### src/rtl/bus_decoder.sv
// -----------------------------------------------------------------------------
// bus_decoder
//
// Decodes a 5-bit source index into a registered one-hot bus-drive enable.
// A legal index drives its line for DRIVE_CYCLES cycles and is then followed by
// one turnaround cycle that reports completion. The "no source" index (31)
// skips the drive phase and completes at once. Indices in the gap
// NUM_SOURCES..30 are rejected with a one-cycle error pulse.
//
// Parameters
//   DRIVE_CYCLES  cycles the selected line is held (1..255)
//   NUM_SOURCES   number of valid sources, indices 0..NUM_SOURCES-1
//
// Ports
//   clock    in   1   single clock, rising edge
//   clear    in   1   synchronous active-high reset
//   req      in   1   request strobe, taken only while ready=1
//   sel      in   5   source index to decode, 31 = no source
//   ready    out  1   high while a new request can be accepted
//   out      out  32  registered one-hot drive enable, bit i drives source i
//   done     out  1   one-cycle pulse when an accepted request completes
//   err      out  1   one-cycle pulse when an illegal index is rejected
//   cur_sel  out  5   index of the most recently accepted request
// -----------------------------------------------------------------------------
module bus_decoder #(
    parameter int DRIVE_CYCLES = 1,
    parameter int NUM_SOURCES  = 24
) (
    input  logic        clock,
    input  logic        clear,
    input  logic        req,
    input  logic [4:0]  sel,
    output logic        ready,
    output logic [31:0] out,
    output logic        done,
    output logic        err,
    output logic [4:0]  cur_sel
);

    localparam logic [4:0] NO_SOURCE = 5'd31;

    typedef enum logic [1:0] {
        IDLE,
        DRIVE,
        TURN,
        ERR
    } state_t;

    state_t      state, state_nxt;
    logic [7:0]  cnt, cnt_nxt;
    logic [4:0]  cur_sel_nxt;
    logic [31:0] out_nxt;
    logic        done_nxt, err_nxt;

    // Next-state logic. Outputs are derived from the next state so that out,
    // done and err are registered and line up exactly with the state they
    // describe.
    always_comb begin
        // NOTE: every signal gets a default before the case so that no path
        // leaves one unassigned, which would otherwise infer a latch.
        state_nxt   = state;
        cnt_nxt     = cnt;
        cur_sel_nxt = cur_sel;

        case (state)
            IDLE: begin
                if (req) begin
                    cur_sel_nxt = sel;
                    cnt_nxt     = 8'(DRIVE_CYCLES);
                    if (sel == NO_SOURCE)
                        state_nxt = TURN;
                    else if (int'(sel) < NUM_SOURCES)
                        state_nxt = DRIVE;
                    else
                        state_nxt = ERR;
                end
            end
            DRIVE: begin
                // cnt holds the number of drive cycles still to come,
                // including the current one.
                if (cnt <= 8'd1) begin
                    state_nxt = TURN;
                    cnt_nxt   = 8'd0;
                end else begin
                    cnt_nxt = cnt - 8'd1;
                end
            end
            TURN:    state_nxt = IDLE;
            ERR:     state_nxt = IDLE;
            default: state_nxt = IDLE;
        endcase

        out_nxt  = (state_nxt == DRIVE) ? (32'h1 << cur_sel_nxt) : 32'h0;
        done_nxt = (state_nxt == TURN);
        err_nxt  = (state_nxt == ERR);
    end

    // NOTE: state registers use non-blocking assignments so every flop
    // samples the values from before the edge, independent of statement order.
    always_ff @(posedge clock) begin
        if (clear) begin
            state   <= IDLE;
            cnt     <= 8'd0;
            cur_sel <= NO_SOURCE;
            out     <= 32'h0;
            done    <= 1'b0;
            err     <= 1'b0;
        end else begin
            state   <= state_nxt;
            cnt     <= cnt_nxt;
            cur_sel <= cur_sel_nxt;
            out     <= out_nxt;
            done    <= done_nxt;
            err     <= err_nxt;
        end
    end

    assign ready = (state == IDLE);

endmodule

### config.mk
export PLATFORM = sky130hd
export DESIGN_NAME = bus_decoder
export DESIGN_NICKNAME = d
export VERILOG_FILES = /design/src/rtl/bus_decoder.sv
export SDC_FILE = /design/constraint.sdc
export NUM_CORES = 1
export LEC_CHECK = 0
export ABC_AREA = 1
export CAP_MARGIN = 20
export CORE_MARGIN = 10
export CORE_UTILIZATION = 40
export CTS_CLUSTER_DIAMETER = 50
export DETAILED_ROUTE_END_ITERATION = 12
export PLACE_DENSITY = 0.75
export SYNTH_ARGS = -nofsm -noshare
export SYNTH_HDL_FRONTEND = slang
export SYNTH_SLANG_ARGS = --single-unit
### constraint.sdc
create_clock -name clock -period 3.5 [get_ports clock]
set_input_delay 0.7 -clock clock [delete_from_list [all_inputs] [get_ports clock]]
set_output_delay 0.7 -clock clock [all_outputs]
set_load 0.01 [all_outputs]
# --- Yosys cells after proc, flatten, opt, wreduce, memory -nomap -nowiden ---
# Cells that the tools add are included.
word_totals:
  output_inout_bits: 40
  ff_bits: 49
  in_bits: 8
op_classes:
  n_eq_ne: 8
  n_addsub: 1
  n_mux: 10
  bitwise: 1
  n_shift: 1
  magnitude_cmp: 2
  reduce_logical: 5
ops:
  columns: ["op", "count"]
  rows:
  - ["$shl A1 B5 Y32 const A", 1]
  - ["$mux W8", 2]
  - ["$pmux W8 S2", 1]
  - ["$mux W5", 2]
  - ["$eq A2 B2 Y1 const B", 4]
  - ["$le A8 B1 Y1 const B", 1]
  - ["$mux W2", 4]
  - ["$sub A8 B1 Y8 const B", 1]
  - ["$pmux W2 S3", 1]
  - ["$eq A5 B5 Y1 const B", 1]
  - ["$lt A5 B5 Y1 const B", 1]
  - ["$eq A2 B1 Y1 const B", 2]
  - ["$reduce_or A2 Y1", 2]
  - ["$logic_not A2 Y1", 1]
  - ["$ne A2 B2 Y1 const B", 1]
  - ["$reduce_and A2 Y1", 1]
  - ["$reduce_bool A2 Y1", 1]
  - ["$not A1 Y1", 1]

# --- Depth between registers and ports, before layout ---
logic_depth:
  depth_word: 8
  ltp_mapped: 10

# --- Worst setup path before layout ---
# No wires, ideal clock.
synth_path:
  path_kind: "input to register"
  start: "input port clear"
  end: "register out[21]"
  path_slack_ns: 1.893
  arrival_time_ns: 1.492
  path_buffers: 2
  setup_ns: 0.114
  cell_stages: 5
  cell_sequence: "clkbuf_1 inv_1 nand4_4 buf_6 nor2_1"
synth_between:
  elab_chain_cells: 1
synth_rtl:
  columns: ["item", "line_no", "source"]
  rows:
  - ["start, declared", "30", "input logic clear,"]
  - ["$reduce_or A2 Y1 (no source line)", null, null]
  - ["end signal, assigned", "112", "out <= out_nxt;"]
  - ["end, declared", "34", "output logic [31:0] out,"]
# No other way between the ends.
# A chain may end at the register's enable or synchronous reset.

# --- Worst setup path after layout ---
layout_path:
  start: "register state[0]"
  end: "output port ready"
layout_between:
  elab_chain_cells: 1
layout_rtl:
  columns: ["item", "line_no", "source"]
  rows:
  - ["start, declared", "49", "state_t state, state_nxt;"]
  - ["start signal, assigned", "109", "state <= state_nxt;"]
  - ["$logic_not A2 Y1", "118", "assign ready = (state == IDLE);"]
  - ["end, declared", "33", "output logic ready,"]
# No other way between the ends.

==> impl_metrics.json <==
{
  "final_hold_viol_count": 0,
  "drt_pass1_iterations": 4,
  "crit_path_end_kind": "primary output",
  "clock_sinks": 49,
  "use_met1": 0.1196,
  "met3_usage": 0.03807,
  "worst_clock_skew_ps": 6.534,
  "synthToLayoutAreaGrowth_pct": 31.18,
  "critPathArrivalTime_ps": 1330,
  "clkPwrFrac": 0.244,
  "critPathMaxFanout": 2,
  "setup_viol": 0,
  "synth-adder-area-share": 0.01347,
  "hold_class": "reg -> reg",
  "synth_edf_count": 0,
  "synth-compound-area-share": 0.05657,
  "drive_gt1_frac": 0.1298,
  "n_antenna_cell": 0,
  "leakage_nw": 0.9606,
  "die_y_um": 88.16,
  "clock.fmax_mhz": 492.3,
  "io_pins": 48,
  "overflow": 0,
  "core_um2": 4414,
  "rows": 24,
  "synth_top_family_by_area": "simple AND/OR/NAND/NOR gates",
  "clk_pin_slew_worst_paths_ps": 90,
  "whs_path_depth": 2,
  "maxCapViolCount": 0,
  "async_flop_share": 0,
  "postSynthCellCount": 211,
  "finalCritPeriodShare": 0.5804,
  "relSlewSlack": 0.6931,
  "grt_util_met2": 0.1733,
  "slew_violations": 0,
  "ant_nets": 0,
  "tightest_slew_ps": 458.7,
  "grt_use_total": 0.1064,
  "whs_ps": 469.1,
  "cellPowerDensity_nw_per_um2": 552.9,
  "synth_seq_area_share": 0.5279,
  "min_period_ps": 2031,
  "finalPower_w": 0.001348,
  "grt_pass1_wl_um": 6548,
  "synth_area_um2": 1858,
  "worstPathRequired_ps": 2800,
  "wl_per_cell_um": 13.01,
  "dpl.cell_count": 306,
  "portBuffers": 47,
  "gp_congestion": 0.8376,
  "drtIter0Drc": 102,
  "status": "complete, no violations",
  "hold_buffers": 0,
  "initial_core_util": 0.4209,
  "synthSimpleGateAreaFrac": 0.3125,
  "cts_buffers": 5,
  "critPathLaunchType": "flip-flop",
  "clock_path_buffers": 2,
  "htreeDepth": 2,
  "layout_commonest_cell": "dfxtp_1",
  "hpwl_um": 3102,
  "route.vias.total": 1483,
  "clockRootBuffer": "clkbuf_8",
  "die_w_um": 88.16,
  "power_frac_seq": 0.459,
  "grt_max_degree": 17,
  "mostFrequentLayoutCells": "dfxtp_1, clkdlybuf4s50_1, nor2_1, nand2_1, inv_1",
  "worstRegToRegCells": 9,
  "clock_latency_ps": 300,
  "antenna_found_initial": 0,
  "grt_busiest_layer": "met2",
  "post_cts_resized": 0,
  "internal_power_w": 0.0008773,
  "comb_power_share": 0.297,
  "yosys_warnings": 0,
  "grt_setup_unrepaired": "no",
  "syn-num-nets": 221,
  "swShare": 0.3490,
  "totalWireLength_um": 4085,
  "drcViolationCount": 0,
  "via_per_inst": 4.723,
  "fin_tns_setup_ps": 0,
  "grt_pass1_vias": 1420,
  "crit_type": "reg -> out",
  "ys_ff_latch": 49,
  "ir_drop_mv": 0.3217,
  "avgSynthCellArea_um2": 8.806,
  "tritoncts": "built",
  "nFillCells": 386,
  "nets": 271,
  "p_switching_w": 0.0004703,
  "dieArea_um2": 7771,
  "synthDistinctLibCells": 26,
  "yosys_most_used_dff": "dfxtp_1",
  "fin_cells": 314,
  "cts_setup_buffers": 0,
  "synth-xor-area-share": 0.009428,
  "synth_mux_area_frac": 0
}
[stage by stage]
step           instance area [um2]  worst slack [ps]  utilization
2_1_floorplan                 1858              1893            -
3_3_place_gp                  2347              1247       0.5317
3_5_place_dp                  2347              1191       0.5317
4_1_cts                       2437              1451       0.5522
5_1_grt                       2437              1377       0.5522
6_report                      2437              1469       0.5522
[cell type report]
class	count	area, um2	share of cell area
multi-input cells	131	728.2	0.2988
well taps	52	65.06	0.02669
clock buffers	5	68.82	0.02823
clock inverters	3	21.27	0.008727
repair buffers	47	470.5	0.1930
flip-flops and latches	49	980.9	0.4025
inverters	27	102.6	0.04209
[cells in the mapped netlist (3+ instances only)]
cell type	count	area, um2
nand4_1	18	112.6
nand3_1	6	30.03
nand2_1	27	101.4
o21ai_4	3	48.80
dfxtp_1	49	980.9
nor2_1	45	168.9
nor2_4	3	33.78
inv_1	21	78.83
a21oi_1	6	30.03
nor2_2	6	37.54
inv_2	5	18.77
[power groups by stage]
stage	Sequential, W	Clock [W]	Combinational, W
floorplan	0.000635	0	0.000303
global placement	0.000631	0	0.000395
detailed placement	0.000632	0	0.000399
CTS	0.000619	0.000340	0.000401
global route	0.000623	0.000356	0.000451
finish	0.000618	0.000329	0.000400
[logic make-up after synthesis]
family                   Yosys count
AND/OR/NAND/NOR                  114
flip-flops                        49
buffers and inverters             31
AO/OA/AOI/OAI                     13
XOR/XNOR                           2
adder cells (fa/ha/maj)            2
[registers in the layout (all words and copies together), names as in the netlist]
register / cells
out: 32
cnt: 8
cur_sel: 5
state: 2
done: 1
err: 1
[layer usage]
metal | routed length (um) | part of all wire
met1 | 1657 | 0.41
met2 | 2040 | 0.50
met3 | 307 | 0.075
met4 | 80 | 0.020
met5 | 0 | 0
[critical path, cell delays in order (launching register included)]
cell             delay [ps]
dfxtp_1                 340
nor2_4                  140
clkdlybuf4s50_1         550
[path summary, 6_finish.rpt]
path	from	endpoint	slack, ps
setup / recovery	state[0]	ready	1470
hold / removal	cnt[1]	cnt[1]	470
setup reg to reg	cnt[0]	out[24]	1730
hold reg to reg	cnt[1]	cnt[1]	470
Note: power is estimated with default switching activity, not from simulation.
==> RTL change 1, RTL diff (config.mk and constraints unchanged) <==
The parameter `NUM_SOURCES` goes from 24 to 12.
--- a/src/rtl/bus_decoder.sv
+++ b/src/rtl/bus_decoder.sv
@@ -26,3 +26,3 @@
     parameter int DRIVE_CYCLES = 1,
-    parameter int NUM_SOURCES  = 24
+    parameter int NUM_SOURCES  = 12
 ) (
Behaviour: not the same (Yosys sat finds a counterexample within 4 cycles, from zero or initial values).
==> RTL change 1 against the original RTL <==
Clock skew grew 0.0030 ns; largest cell class unchanged; critical path type is now input pin to flop; sequential cell count is the same; power shrank 5.9%; design area shrank 0.36%; final cell count grew 2.5%; setup slack lost 0.023 ns; largest power group unchanged; wire length grew 2.2%; synthesized area shrank 0.81%; utilization shrank 0.20 points.
==> RTL change 1: results (changes against the original RTL) <==
| Metric | Value |
|---|---|
| Min-Delay Path Class | flop to flop |
| Starting DRT DRC Count | 89 (-13%) |
| Met1 Track Usage GR | 14.0% (+2.0 points) |
| M2 GR Usage | 17.1% (-0.20 points) |
| First-pass GRT wire length | 7.04 mm (+7.6%) |
| Nets | 279 (+3.0%) |
| Synth unique cells | 22 (-15%) |
| Register area share after synthesis | 53.2% (+0.43 points) |
| Status | complete, no violations |
| Detail Placement HPWL | 3.15 mm (+1.4%) |
| Layout cells sized above 1 | 12.2% (-0.75 points) |
| Placed Area | 2340 sq um (-0.27%) |
| Cells taking the most area after synthesis | dfxtp_1 53%, nor2_1 8.8%, nand2_1 6.7% |
| Via count | 1523 (+2.7%) |
| Routability cong. | 0.839 (+0.11%) |
| Worst-path fanout max | 12 (+10) |
| I/O Buffers | 47 (unchanged) |
| Total track usage | 11.4% (+0.73 points) |
| Largest vdd supply drop | 0.000279 V (-13%) |
| Syn_nets | 229 (+3.6%) |
| Total Routed Length | 4.18 mm (+2.2%) |
| Critical Path AT | 2.24 ns (+0.91 ns) |
| Top cells by count, synth | 49 x dfxtp_1, 43 x nor2_1, 33 x nand2_1 |
| Slew margin rel. | 68.5% (-0.81 points) |
| P_leak | 0.944 nW (-1.7%) |
| Root buffer cell | clkbuf_8 |
| M3 GR Usage | 4.36% (+0.56 points) |
| Final clock skew | 0.00954 ns (+0.00301 ns) |
RTL change 1: cell count changes after synthesis, moves of 2 or more:
cell     change
nand2_1      +6
nand2_4      -2
nor2_1       -2
nor2_2       +4
nor2_4       -3
o21ai_2      +3
o21ai_4      -3
RTL change 1: layout make-up:
type                       count  area (sq um)  area share (%)
sequential                    49           981            40.4
inverter                      28           105            4.33
tap                           52          65.1            2.68
clock buffer                   6          72.6            2.99
clock inverter                 2          15.0           0.618
timing repair buffer          47           470            19.4
multi-input combinational    138           719            29.6
RTL change 1: logic make-up after synthesis:
logic type	share of synthesized area, %
and+or+nand+nor	30.5
DFF	53.2
buffers and inverters	7.74
AOI/OAI and AO/OA	6.25
xor gates and xnor gates	0.951
adders and majority gates	1.36
RTL change 1: power by group:
part	internal [mW]	total, mW	switching (mW)
logic	0.116	0.338	0.223
registers	0.587	0.603	0.0160
clock network	0.141	0.327	0.186
RTL change 1: through the flow:
step	setup slack [ns]	instances
3_3_place_gp	1.21	314
5_1_grt	1.31	322
3_5_place_dp	1.15	314
2_1_floorplan	1.74	219
4_1_cts	1.47	322
6_report	1.45	322
RTL change 1: critical path: stages:
cell and delay (ns):
clkdlybuf4s50_1 0.48, nand2_2 0.19, inv_1 0.13, nor2_1 0.05, nor2_2 0.31, inv_2 0.17, nand4_1 0.15, nor2_1 0.06
RTL change 1: worst paths after layout:
check,from,to,slack (ns),cells past startpoint
hold reg to reg,cnt[3],cnt[3],0.49,2
hold / removal,cnt[3],cnt[3],0.49,2
setup / recovery,req,out[30],1.45,8
setup reg to reg,cnt[0],cnt[4],1.71,9
RTL change 1: routing by layer:
metal / wire length, um / vias up / part of all wire (%)
met5: 0 / - / 0
met4: 86 / 0 / 2.1
met3: 318 / 8 / 7.6
met2: 1900 / 38 / 45
met1: 1870 / 680 / 45
li1: - / 797 / -
==> RTL change 2, RTL diff (same settings) <==
Made on the original files. The 4 states of `state_t` get a Gray code encoding in 2 bits.
--- a/src/rtl/bus_decoder.sv
+++ b/src/rtl/bus_decoder.sv
@@ -42,6 +42,6 @@
     typedef enum logic [1:0] {
-        IDLE,
-        DRIVE,
-        TURN,
-        ERR
+        IDLE  = 2'b00,
+        DRIVE = 2'b01,
+        TURN  = 2'b11,
+        ERR   = 2'b10
     } state_t;
Behaviour: same outputs for any inputs over 10 cycles, from zero or initial values; not proved beyond that.
==> RTL change 2 against the original RTL <==
First-iteration DRC count fell by 0.98%; sequential cell count did not move; synthesized area rose by 1.3%; power fell by 2.5%; design area rose by 2.6%; critical path depth did not move; wire length rose by 1.1%; setup slack got worse by 0.087 ns; critical path type unchanged; largest cell class unchanged; largest power group unchanged; highest routed layer unchanged.
==> RTL change 2: results (changes against the original RTL) <==
| Metric | Value |
|---|---|
| Status | complete, no violations |
| Syn_nets | 232 (+5.0%) |
| Layout cells sized above 1 | 8.42% (-4.6 points) |
| Largest net degree at the start of global routing | 17 (unchanged) |
| Metal1 wirelength | 1.75 mm (+5.3%) |
| Clock buffer depth | 2 (unchanged) |
| Nets | 282 (+4.1%) |
| Min-Delay Path Class | flop to flop |
| Top routing layer in use | met4 |
| Met2 WL | 1.95 mm (-4.3%) |
| H-tree depth | 2 (unchanged) |
| Yosys Warn Count | 0 (unchanged) |
| Internal Power | 0.919 mW (+4.7%) |
| Worst-path fanout max | 6 (+4) |
| Wirelength per Cell | 12.7 um (-2.3%) |
| Final clock skew | 0.00387 ns (-0.00266 ns) |
| M2 GR Usage | 18.6% (+1.2 points) |
| Compound-cell area share of the yosys netlist | 5.45% (-0.21 points) |
| Hold Path Stages | 2 (unchanged) |
| Fmax | 0.472 GHz (-4.1%) |
| Cells taking the most area after synthesis | dfxtp_1 52%, nor2_1 8.8%, nand2_1 8.6% |
| M3 GR Usage | 4.14% (+0.33 points) |
| Hold EP | cnt[1] |
| Setup crit end | ready |
| Slew Viols, Final | 0 (unchanged) |
| I/O Buffers | 47 (unchanged) |
| Starting DRT DRC Count | 101 (-0.98%) |
| First-pass GRT wire length | 6.76 mm (+3.2%) |
| Worst slack, placed | 1.19 ns (+0.00317 ns) |
| Synth Area in Adders | 1.33% (-0.018 points) |
| Total track usage | 10.8% (+0.12 points) |
| Met1 Track Usage GR | 12.1% (+0.19 points) |
| Top cells by count, synth | 49 x dfxtp_1, 44 x nor2_1, 43 x nand2_1 |
| Synth unique cells | 24 (-7.7%) |
| Critical Path AT | 1.42 ns (+0.09 ns) |
| Slew margin rel. | 67.8% (-1.5 points) |
| R2r setup slk | 1.85 ns (+0.12 ns) |
| Detail Placement HPWL | 3.25 mm (+4.8%) |
| Largest vdd supply drop | 0.000251 V (-22%) |
| Clock buffer count from CTS | 5 (unchanged) |
| Worst reg2reg startpoint | cnt[0] |
| WHS | 0.493 ns (+0.0242 ns) |
| WL met3 | 399 um (+30%) |
| R2R Path End | cnt[2] |
| Clock transition at the registers of the reported paths | approximately 0.080 ns |
| Hold_sp | cnt[1] |
| P_leak | 1.00 nW (+4.1%) |
| Register area share after synthesis | 52.1% (-0.70 points) |
| Post-synthesis mux area share | 0% (unchanged) |
| DRT antenna net count | 0 (unchanged) |
| Post-CTS Setup Bufs | 0 (unchanged) |
| Routability cong. | 0.886 (+5.8%) |
| Number of global-route vias before repair | 1491 (+5.0%) |
| N_diodes | 0 (unchanged) |
| Via count | 1533 (+3.4%) |
| Xor/xnor share of the synthesized area | 0.930% (-0.013 points) |
| Clk_lat worst skew | ~0.29 ns |
[RTL change 2: area by class of cell]
type,count,area (sq um)
Clock buffer,6,82.6
Clock inverter,2,37.5
Fill cell,416,1940
Inverter,24,90.1
Multi-Input combinational cell,145,774
Sequential cell,49,981
Tap cell,52,65.1
Timing Repair Buffer,47,470
[RTL change 2: per-stage QoR]
stage	area [sq um]	instances
after CTS	2500	325
after detailed placement	2380	317
final	2500	325
after floorplan	1880	222
after global placement	2380	317
after global routing	2500	325
[RTL change 2: power by group through the flow]
stage / clock network [mW] / registers (mW) / logic, mW
2_1_floorplan: 0 / 0.617 / 0.225
3_3_place_gp: 0 / 0.617 / 0.292
3_5_place_dp: 0 / 0.616 / 0.302
4_1_cts: 0.420 / 0.604 / 0.303
5_1_grt: 0.445 / 0.608 / 0.345
6_report: 0.409 / 0.604 / 0.300
[RTL change 2: worst max-delay path, stage by stage, from the launching register on]
cell	delay [ns]
dfxtp_1	0.35
nor2_4	0.20
clkdlybuf4s50_1	0.58
